## src/rtl/io_port.sv

```systemverilog
// io_port: CPU-side strobed read/write port bridged to host-side valid/ready
// streams through two independent FIFOs. The input FIFO carries host words to the
// CPU and the output FIFO carries CPU words to the host. Sticky flags record CPU
// reads of an empty input FIFO and CPU writes that were dropped.

// Single-clock FIFO with a combinational head and an explicit count.
// The parent qualifies push/pop, so this block never checks for full or empty.
module io_port_fifo #(
  parameter int DEPTH = 8,
  parameter int WIDTH = 64
) (
  input  logic                       clk,
  input  logic                       reset_n_i,
  input  logic                       push_i,
  input  logic                       pop_i,
  input  logic [WIDTH-1:0]           wdata_i,
  output logic [$clog2(DEPTH):0]     count_o,
  output logic [WIDTH-1:0]           head_o
);

  localparam int PW = $clog2(DEPTH);
  localparam int CW = PW + 1;

  // Storage is not reset. Reads are qualified by the count, so stale contents
  // are never visible.
  logic [WIDTH-1:0] mem_q [DEPTH];

  logic [PW-1:0] wr_ptr_q, wr_ptr_d;
  logic [PW-1:0] rd_ptr_q, rd_ptr_d;
  logic [CW-1:0] count_q, count_d;

  // Next-state for the pointers and the count. The pointers wrap naturally at
  // the power-of-two depth.
  always_comb begin
    wr_ptr_d = wr_ptr_q;
    rd_ptr_d = rd_ptr_q;
    count_d  = count_q;
    if (push_i) begin
      wr_ptr_d = wr_ptr_q + PW'(1);
    end
    if (pop_i) begin
      rd_ptr_d = rd_ptr_q + PW'(1);
    end
    case ({push_i, pop_i})
      2'b10:   count_d = count_q + CW'(1);
      2'b01:   count_d = count_q - CW'(1);
      default: count_d = count_q;
    endcase
  end

  // Pointer and count registers. These are cleared asynchronously, so the FIFO
  // reads as empty as soon as reset is asserted.
  always_ff @(posedge clk or negedge reset_n_i) begin
    if (!reset_n_i) begin
      wr_ptr_q <= '0;
      rd_ptr_q <= '0;
      count_q  <= '0;
    end else begin
      wr_ptr_q <= wr_ptr_d;
      rd_ptr_q <= rd_ptr_d;
      count_q  <= count_d;
    end
  end

  // Storage write port.
  always_ff @(posedge clk) begin
    if (push_i) begin
      mem_q[wr_ptr_q] <= wdata_i;
    end
  end

  // The head is combinational from storage and forced to zero when the FIFO is empty.
  always_comb begin
    head_o = '0;
    if (count_q != '0) begin
      head_o = mem_q[rd_ptr_q];
    end
  end

  assign count_o = count_q;

endmodule

// Top level: the two FIFOs plus the strobe qualification and the sticky error flags.
module io_port #(
  parameter int DEPTH = 8,
  parameter int WIDTH = 64
) (
  input  logic             clk,
  input  logic             reset,
  input  logic             in_signal,
  output logic [WIDTH-1:0] in_data,
  input  logic             out_signal,
  input  logic [WIDTH-1:0] out_data,
  input  logic             host_in_valid,
  input  logic [WIDTH-1:0] host_in_data,
  output logic             host_in_ready,
  output logic             host_out_valid,
  output logic [WIDTH-1:0] host_out_data,
  input  logic             host_out_ready,
  output logic             underflow,
  output logic             overflow
);

  localparam int CW = $clog2(DEPTH) + 1;
  localparam logic [CW-1:0] FULL_CNT = CW'(DEPTH);

  logic [CW-1:0] in_count, out_count;
  logic          in_push, in_pop;
  logic          out_push, out_pop;
  logic          underflow_q, underflow_d;
  logic          overflow_q, overflow_d;

  // Host-to-CPU direction. Ready comes only from the registered count, so a full
  // FIFO never passes a word through, even when the CPU reads in the same cycle.
  always_comb begin
    host_in_ready = (in_count < FULL_CNT);
    in_push       = host_in_valid && host_in_ready;
    in_pop        = in_signal && (in_count != '0);
  end

  // CPU-to-host direction. A full FIFO still accepts a write when the host
  // drains a word on the same edge, because that frees a slot.
  always_comb begin
    host_out_valid = (out_count != '0);
    out_pop        = host_out_valid && host_out_ready;
    out_push       = out_signal && ((out_count < FULL_CNT) || out_pop);
  end

  // Sticky error flags. Once set, only reset clears them.
  always_comb begin
    underflow_d = underflow_q | (in_signal && (in_count == '0));
    overflow_d  = overflow_q  | (out_signal && !out_push);
  end

  // Flag registers.
  always_ff @(posedge clk or negedge reset) begin
    if (!reset) begin
      underflow_q <= 1'b0;
      overflow_q  <= 1'b0;
    end else begin
      underflow_q <= underflow_d;
      overflow_q  <= overflow_d;
    end
  end

  assign underflow = underflow_q;
  assign overflow  = overflow_q;

  io_port_fifo #(.DEPTH(DEPTH), .WIDTH(WIDTH)) u_in_fifo (
    .clk       (clk),
    .reset_n_i (reset),
    .push_i    (in_push),
    .pop_i     (in_pop),
    .wdata_i   (host_in_data),
    .count_o   (in_count),
    .head_o    (in_data)
  );

  io_port_fifo #(.DEPTH(DEPTH), .WIDTH(WIDTH)) u_out_fifo (
    .clk       (clk),
    .reset_n_i (reset),
    .push_i    (out_push),
    .pop_i     (out_pop),
    .wdata_i   (out_data),
    .count_o   (out_count),
    .head_o    (host_out_data)
  );

endmodule

```

## config.mk

```make
export PLATFORM = sky130hd
export DESIGN_NAME = io_port
export DESIGN_NICKNAME = d
export VERILOG_FILES = /design/src/rtl/io_port.sv
export SDC_FILE = /design/constraint.sdc
export NUM_CORES = 1
export LEC_CHECK = 0
export ABC_AREA = 1
export BUFFER_PORTS_ARGS = -buffer_cell sky130_fd_sc_hd__buf_2
export CORE_MARGIN = 1.5
export CORE_UTILIZATION = 63
export CTS_BUF_LIST = sky130_fd_sc_hd__clkbuf_2
export DETAILED_ROUTE_END_ITERATION = 10
export HOLD_SLACK_MARGIN = 0.05
export PLACE_DENSITY_LB_ADDON = 0.05
export SLEW_MARGIN = 30
export SYNTH_ARGS = -nofsm -noshare
export SYNTH_HDL_FRONTEND = slang
export SYNTH_SLANG_ARGS = --single-unit
export TNS_END_PERCENT = 10
```

## constraint.sdc

```tcl
create_clock -name clk -period 4.8 [get_ports clk]
set_clock_uncertainty 0.15 [all_clocks]
set_input_delay 0.48 -clock clk [delete_from_list [all_inputs] [get_ports clk]]
set_output_delay 0.48 -clock clk [all_outputs]
set_load 0.01 [all_outputs]
```

==> results.toml, run 1 <==
[sta]
rsz0062_at_grt = "yes"
whs_ps = 334
period_needed_ps = 4510
min_period_over_period_pct = 94.0
tightest_slew_ps = 944
hold_viol_final = 0
setup_violations = 0
report.final.slew_viol_count = 0
relSlewSlack_pct = 37.1
max_clock_freq_mhz = 222

[finish]
syn_to_final_growth_pct = 17.1
final_area_mm2 = 0.0483
fillers = 4195
num-nets-final = 3944
drive_above_1_share_pct = 18.1

[die]
io_pins = 266
die_w_um = 259
row_count = 93
die_area_mm2 = 0.0670
die_y_um = 259
initial_utilization_pct = 63.9
core-area_mm2 = 0.0646

[synthesis]
yosys_register_bits = 1046
netlist_instances = 3183
syn_area_mm2 = 0.0413
yosysTopAreaCell = "edfxtp_1"
ys_types = 25
synth_fp_nets = 3328
ys_seq_area_share_pct = 75.9
yosys-top-cells-area = "edfxtp_1 75%, nor2_1 8.4%, o21ai_0 6.3%"
synth_warnings = 0
netlist.area_leader.share_pct = 74.5
synth.avg_cell_area_um2 = 13.0

[flow_run]
max_cap_viol_count = 0

[routing]
drt_first_pass_iters = 5
drc = 0
vias = 27700
postRouteAntennaNets = 0
wl_per_cell_um = 19.9
drt_iter0_drc = 2615
vias_per_cell = 5.70
wl_mm = 96.6

[setup_path]
path_class = "reg -> out"
worst_setup_path_start_kind = "flip-flop"
cp.arrival_ps = 3880
required_ps = 4170
critPathMaxFanout = 89
end_kind = "output port"

[clock_tree]
clkSinkCount = 1046
path_clk_slew_ps = 110
insertion_delay_ps = 1390
cts_setup_buffers = 0
htree_num_levels = 4
cts_buffer_depth = 3
cts_root_buf = "clkbuf_2"
cts_tree = "yes"
cts_inserted_buffers = 239

[min_path]
worstHoldPathType = "reg -> reg"

[grt]
grt_antenna_before_repair = 13
grt-busiest-layer = "met2"
grt_pass1_wl_mm = 149
met2_usage_pct = 50.0
grt_pass1_vias = 28000
gr-usage-met1_pct = 36.0
grt_max_degree = 194
overflow = 0
track_usage_pct = 29.0
use_met3_pct = 5.74

[place]
numPortBuffers = 265
dp_hpwl_mm = 47.8
place.gp.congestion = 0.804
postPlaceCellArea_mm2 = 0.0433

[power_and_ir_drop]
power.leakage_nw = 17.3
power_density_mw_per_mm2 = 576
ir_drop_mv = 0.808

[status]
status = "finished, final reports clean"
## cell families after synthesis
group,synth area share (%)
flops,75.9
fa+ha+maj,0.352
compound gates,10.6
xor+xnor,0.276
buf+inv,2.82
simple gates,10.0
## synth_stat cells, drive strengths merged
cell / n
o21ai: 520
xor2: 8
xnor2: 5
fa: 1
o22ai: 128
nand3: 7
nand3b: 1
dfrtp: 22
o211ai: 128
clkbuf: 118
buf: 92
nand2: 169
o21bai: 1
edfxtp: 1024
a21oi: 2
a31o: 1
nor2: 919
inv: 25
ha: 10
or2: 2
## area by class of cell
cell class                 count  area (um^2)  area share (%)
tap                          855         1070            2.21
antenna                       14         35.0          0.0725
sequential                  1046        31300            64.8
clock buffer                 357         1790            3.70
inverter                      25          116           0.241
clock inverter                78          430           0.891
multi-input combinational   1902         8930            18.5
timing repair buffer         585         4630            9.59
## cell usage in the layout (no fill, tap or decap), types with 14 or more instances in the layout
cell / instances
buf_12: 17
buf_2: 266
buf_4: 32
clkbuf_2: 357
clkinv_1: 61
dfrtp_1: 16
diode_2: 14
dlygate4sd3_1: 268
edfxtp_1: 1024
inv_1: 21
nand2_1: 169
nor2_1: 903
nor2_4: 16
o211ai_1: 128
o21ai_0: 520
o22ai_1: 128
## worst max-delay path, cell delays in order, from the launching register on
cell     delay, ps
dfrtp_4        830
buf_6          580
o21ai_0        230
o22ai_1        240
nor2_1          60
nor2_1         280
buf_2          200
## final timing paths
kind                                       start                    end  slack, ps  cells after the start
setup / recovery           u_in_fifo.rd_ptr_q[0]             in_data[9]        290                      6
hold / removal              u_in_fifo.count_o[0]   u_in_fifo.count_o[0]        330                      1
setup reg to reg           u_out_fifo.count_o[3]  u_out_fifo.count_o[2]       1620                     11
hold reg to reg             u_in_fifo.count_o[0]   u_in_fifo.count_o[0]        330                      1
max in group asynchronous                  reset  u_in_fifo.rd_ptr_q[0]       3430                      5
min in group asynchronous                  reset  u_in_fifo.wr_ptr_q[1]        620                      5
## what timing repair did
item	CTS	global route
setup endpoints to repair	8	11
hold buffers	268	1
resized for setup	3	2
endpoints found under the hold margin	1790	19
## metal layers
metal	up-vias	part of all wire (%)
met5	-	0.013
met3	187	6.7
li1	13000	-
met2	1034	51
met4	2	2.8
met1	13500	39
## per-stage QoR
stage | power, W | instances | TNS, ps | util [%] | setup slack (ps)
2_1_floorplan | 0.0186 | 3183 | 0 | - | 449
3_3_place_gp | 0.0219 | 4142 | 0 | 67.1 | 1540
3_5_place_dp | 0.0223 | 4143 | 0 | 67.1 | 1490
4_1_cts | 0.0279 | 4846 | 0 | 74.7 | 102
5_1_grt | 0.0296 | 4860 | -43.1 | 74.8 | -29.7
6_report | 0.0278 | 4862 | 0 | 74.8 | 286
## sequential cells by signal, summed over array words and instances (netlist names)
name,cells
u_out_fifo.wr_ptr_q,3
u_in_fifo.count_o,4
u_out_fifo.rd_ptr_q,3
u_in_fifo.wr_ptr_q,3
u_out_fifo.count_o,4
u_in_fifo.rd_ptr_q,3
u_out_fifo.mem_q,512
underflow,1
u_in_fifo.mem_q,512
overflow,1
## power breakdown
group,switching (W),internal (W)
sequential,0.000499,0.0112
combinational,0.00720,0.00338
clock,0.00333,0.00221
total,0.0110,0.0168
(Power assumes the default switching activity.)
==> inputs of run 2 (changes only) <==
--- a/config.mk
+++ b/config.mk
@@ -6,7 +6,7 @@
 export NUM_CORES = 1
 export LEC_CHECK = 0
 export ABC_AREA = 1
-export BUFFER_PORTS_ARGS = -buffer_cell sky130_fd_sc_hd__buf_2
+export BUFFER_PORTS_ARGS = -buffer_cell sky130_fd_sc_hd__buf_4
 export CORE_MARGIN = 1.5
 export CORE_UTILIZATION = 63
 export CTS_BUF_LIST = sky130_fd_sc_hd__clkbuf_2
==> run 2 against run 1 <==
  * Combinational power increased by 6%
  * Worst setup slack got worse by 3.5 ps
  * Total power increased by 2.4%
  * Cell count decreased by 0.12%
  * Sequential share of layout area decreased by 0.71 points
  * Maximum frequency about the same
  * Clock power about the same
  * Critical path depth unchanged
  * Sequential power about the same
  * Largest power group unchanged
==> results.toml, run 2 (synthesized netlist as in run 1, its figures left out) <==
[die]
initial_utilization_pct = 63.9
io_pins = 266
row_count = 93
core-area_mm2 = 0.0646
die_y_um = 259
die_area_mm2 = 0.0670
die_w_um = 259

[status]
status = "finished, final reports clean"

[sta]
min_period_over_period_pct = 94.1
setup_tns_ps = 0
period_needed_ps = 4520
hold_viol_final = 0
whs_ps = 324
fin_ws_ps = 283
relSlewSlack_pct = 35.9
setup_violations = 0
max_clock_freq_mhz = 221
tightest_slew_ps = 959
report.final.slew_viol_count = 0
rsz0062_at_grt = "no"

[min_path]
holdCritStartpoint = "u_in_fifo.count_o[0]"
holdPathEnd = "u_in_fifo.count_o[0]"
worstHoldPathType = "reg -> reg"
hold_depth = 1

[place]
numPortBuffers = 265
dp_hpwl_mm = 48.9
postPlaceCellArea_mm2 = 0.0439
dp_slack_ps = 1470
place.gp.congestion = 0.801

[power_and_ir_drop]
power.leakage_nw = 17.5
power_density_mw_per_mm2 = 584
p_seq_share_pct = 41.5
ir_drop_mv = 0.550
switchingPower_w = 0.0112
p_sw_share_pct = 39.2
p_int_w = 0.0173
clkPwrFrac_pct = 19.4
pwr-share-comb_pct = 39.1

[finish]
fillers = 4244
num-nets-final = 3981
final_common_cell = "edfxtp_1"
syn_to_final_growth_pct = 18.4
reg_top3 = "u_in_fifo.mem_q (512), u_out_fifo.mem_q (512)"
final_area_mm2 = 0.0489
drive_above_1_share_pct = 18.3
final_cell_mix = "1024 x edfxtp_1, 903 x nor2_1, 520 x o21ai_0, 369 x clkbuf_2, 301 x buf_4"

[setup_path]
required_ps = 4170
ff2ff_setup_slack_ps = 1860
crit_top_cell = "buf_4"
end_kind = "output port"
path_class = "reg -> out"
reg2regPathDepth = 6
rr_startpoint = "u_in_fifo.count_o[3]"
critPathMaxFanout = 81
critical-path-slowest-cell = "dfrtp_4"
worstReg2RegEnd = "u_in_fifo.mem_q[5][14]"
slowest_delay_ps = 850
worst_setup_path_start_kind = "flip-flop"
crit_family = "buffers and inverters"
cp_num_buf_inv = 2
cp.arrival_ps = 3890
path_cells = "buf_4 -> o21ai_0 -> o211ai_1 -> nand2_1 -> nor2_1 -> buf_4"

[routing]
drt_iter0_drc = 2535
vias_per_cell = 5.78
wl_mm = 98.4
postRouteAntennaNets = 0
drt_first_pass_iters = 5
drc = 0
vias = 28100
wl_per_cell_um = 20.3

[clock_tree]
cts_buffer_depth = 4
cts_root_buf = "clkbuf_2"
path_clk_slew_ps = 90
cts_inserted_buffers = 275
cts_tree = "yes"
insertion_delay_ps = 1330
htree_num_levels = 5
clkSinkCount = 1046

[grt]
grt_antenna_before_repair = 9
grt_pass1_vias = 28800
track_usage_pct = 29.5
overflow = 0
grt_max_degree = 258
grt_pass1_wl_mm = 152

[flow_run]
max_cap_viol_count = 0
run 2: cell types whose count changed in the layout (fill, tap and decap cells not counted), moves of 2 or more:
| cell | previous run | this run |
|---|---|---|
| buf_12 | 17 | 13 |
| clkinv_4 | 2 | 0 |
| clkinvlp_4 | 2 | 0 |
| buf_4 | 32 | 301 |
| buf_2 | 266 | 0 |
| bufinv_16 | 4 | 2 |
| clkinv_2 | 4 | 6 |
| clkbuf_2 | 357 | 369 |
| buf_6 | 1 | 3 |
| clkinv_1 | 61 | 51 |
| diode_2 | 14 | 8 |
| inv_2 | 4 | 8 |
run 2: repair_timing:
action                                 in CTS  in global routing
endpoints found under the hold margin    1569                  0
setup endpoints to repair                   2                 20
gates resized for setup                     1                  0
hold buffers                              269                  0
setup buffers                               0                  1
run 2: layer usage:
metal  part of all wire, %  GRT usage, %  wire [um]
met5                 0.020             0         20
met4                   2.5          12.6       2500
met3                   7.4          6.34       7290
met2                    51          49.8      50200
met1                    39          37.2      38500
run 2: through the flow:
stage,power (W),cells,util [%]
floorplan,0.0186,3183,-
global placement,0.0225,4142,68.0
detailed placement,0.0228,4142,68.0
CTS,0.0285,4845,75.5
global route,0.0303,4855,75.6
finish,0.0285,4856,75.6
run 2: layout make-up:
type,count,area [um^2],area share [%]
sequential,1046,31300,64.1
inverter,25,108,0.220
clock buffer,369,1850,3.78
clock inverter,65,303,0.620
timing repair buffer,586,5260,10.8
tap,855,1070,2.19
multi-input combinational,1902,8920,18.3
antenna,8,20.0,0.0410
run 2: power by group through the flow:
| stage | Clock (W) | Sequential (W) | Combinational [W] |
|---|---|---|---|
| after CTS | 0.00565 | 0.0119 | 0.0110 |
| after floorplan | 0 | 0.0117 | 0.00694 |
| after global routing | 0.00612 | 0.0119 | 0.0122 |
| after detailed placement | 0 | 0.0121 | 0.0107 |
| final | 0.00552 | 0.0118 | 0.0112 |
| after global placement | 0 | 0.0121 | 0.0104 |
run 2: worst max-delay path by stage:
stage	to	cells past startpoint	slack, ps	from
CTS	host_out_data[57]	7	90	u_out_fifo.rd_ptr_q[0]
floorplan	u_out_fifo.mem_q[0][0]	5	450	host_out_ready
finish	host_out_data[28]	6	280	u_out_fifo.rd_ptr_q[1]
global route	host_out_data[21]	6	8	u_out_fifo.rd_ptr_q[1]
global placement	host_out_data[57]	7	1540	u_out_fifo.rd_ptr_q[0]
detailed placement	host_out_data[57]	7	1470	u_out_fifo.rd_ptr_q[0]
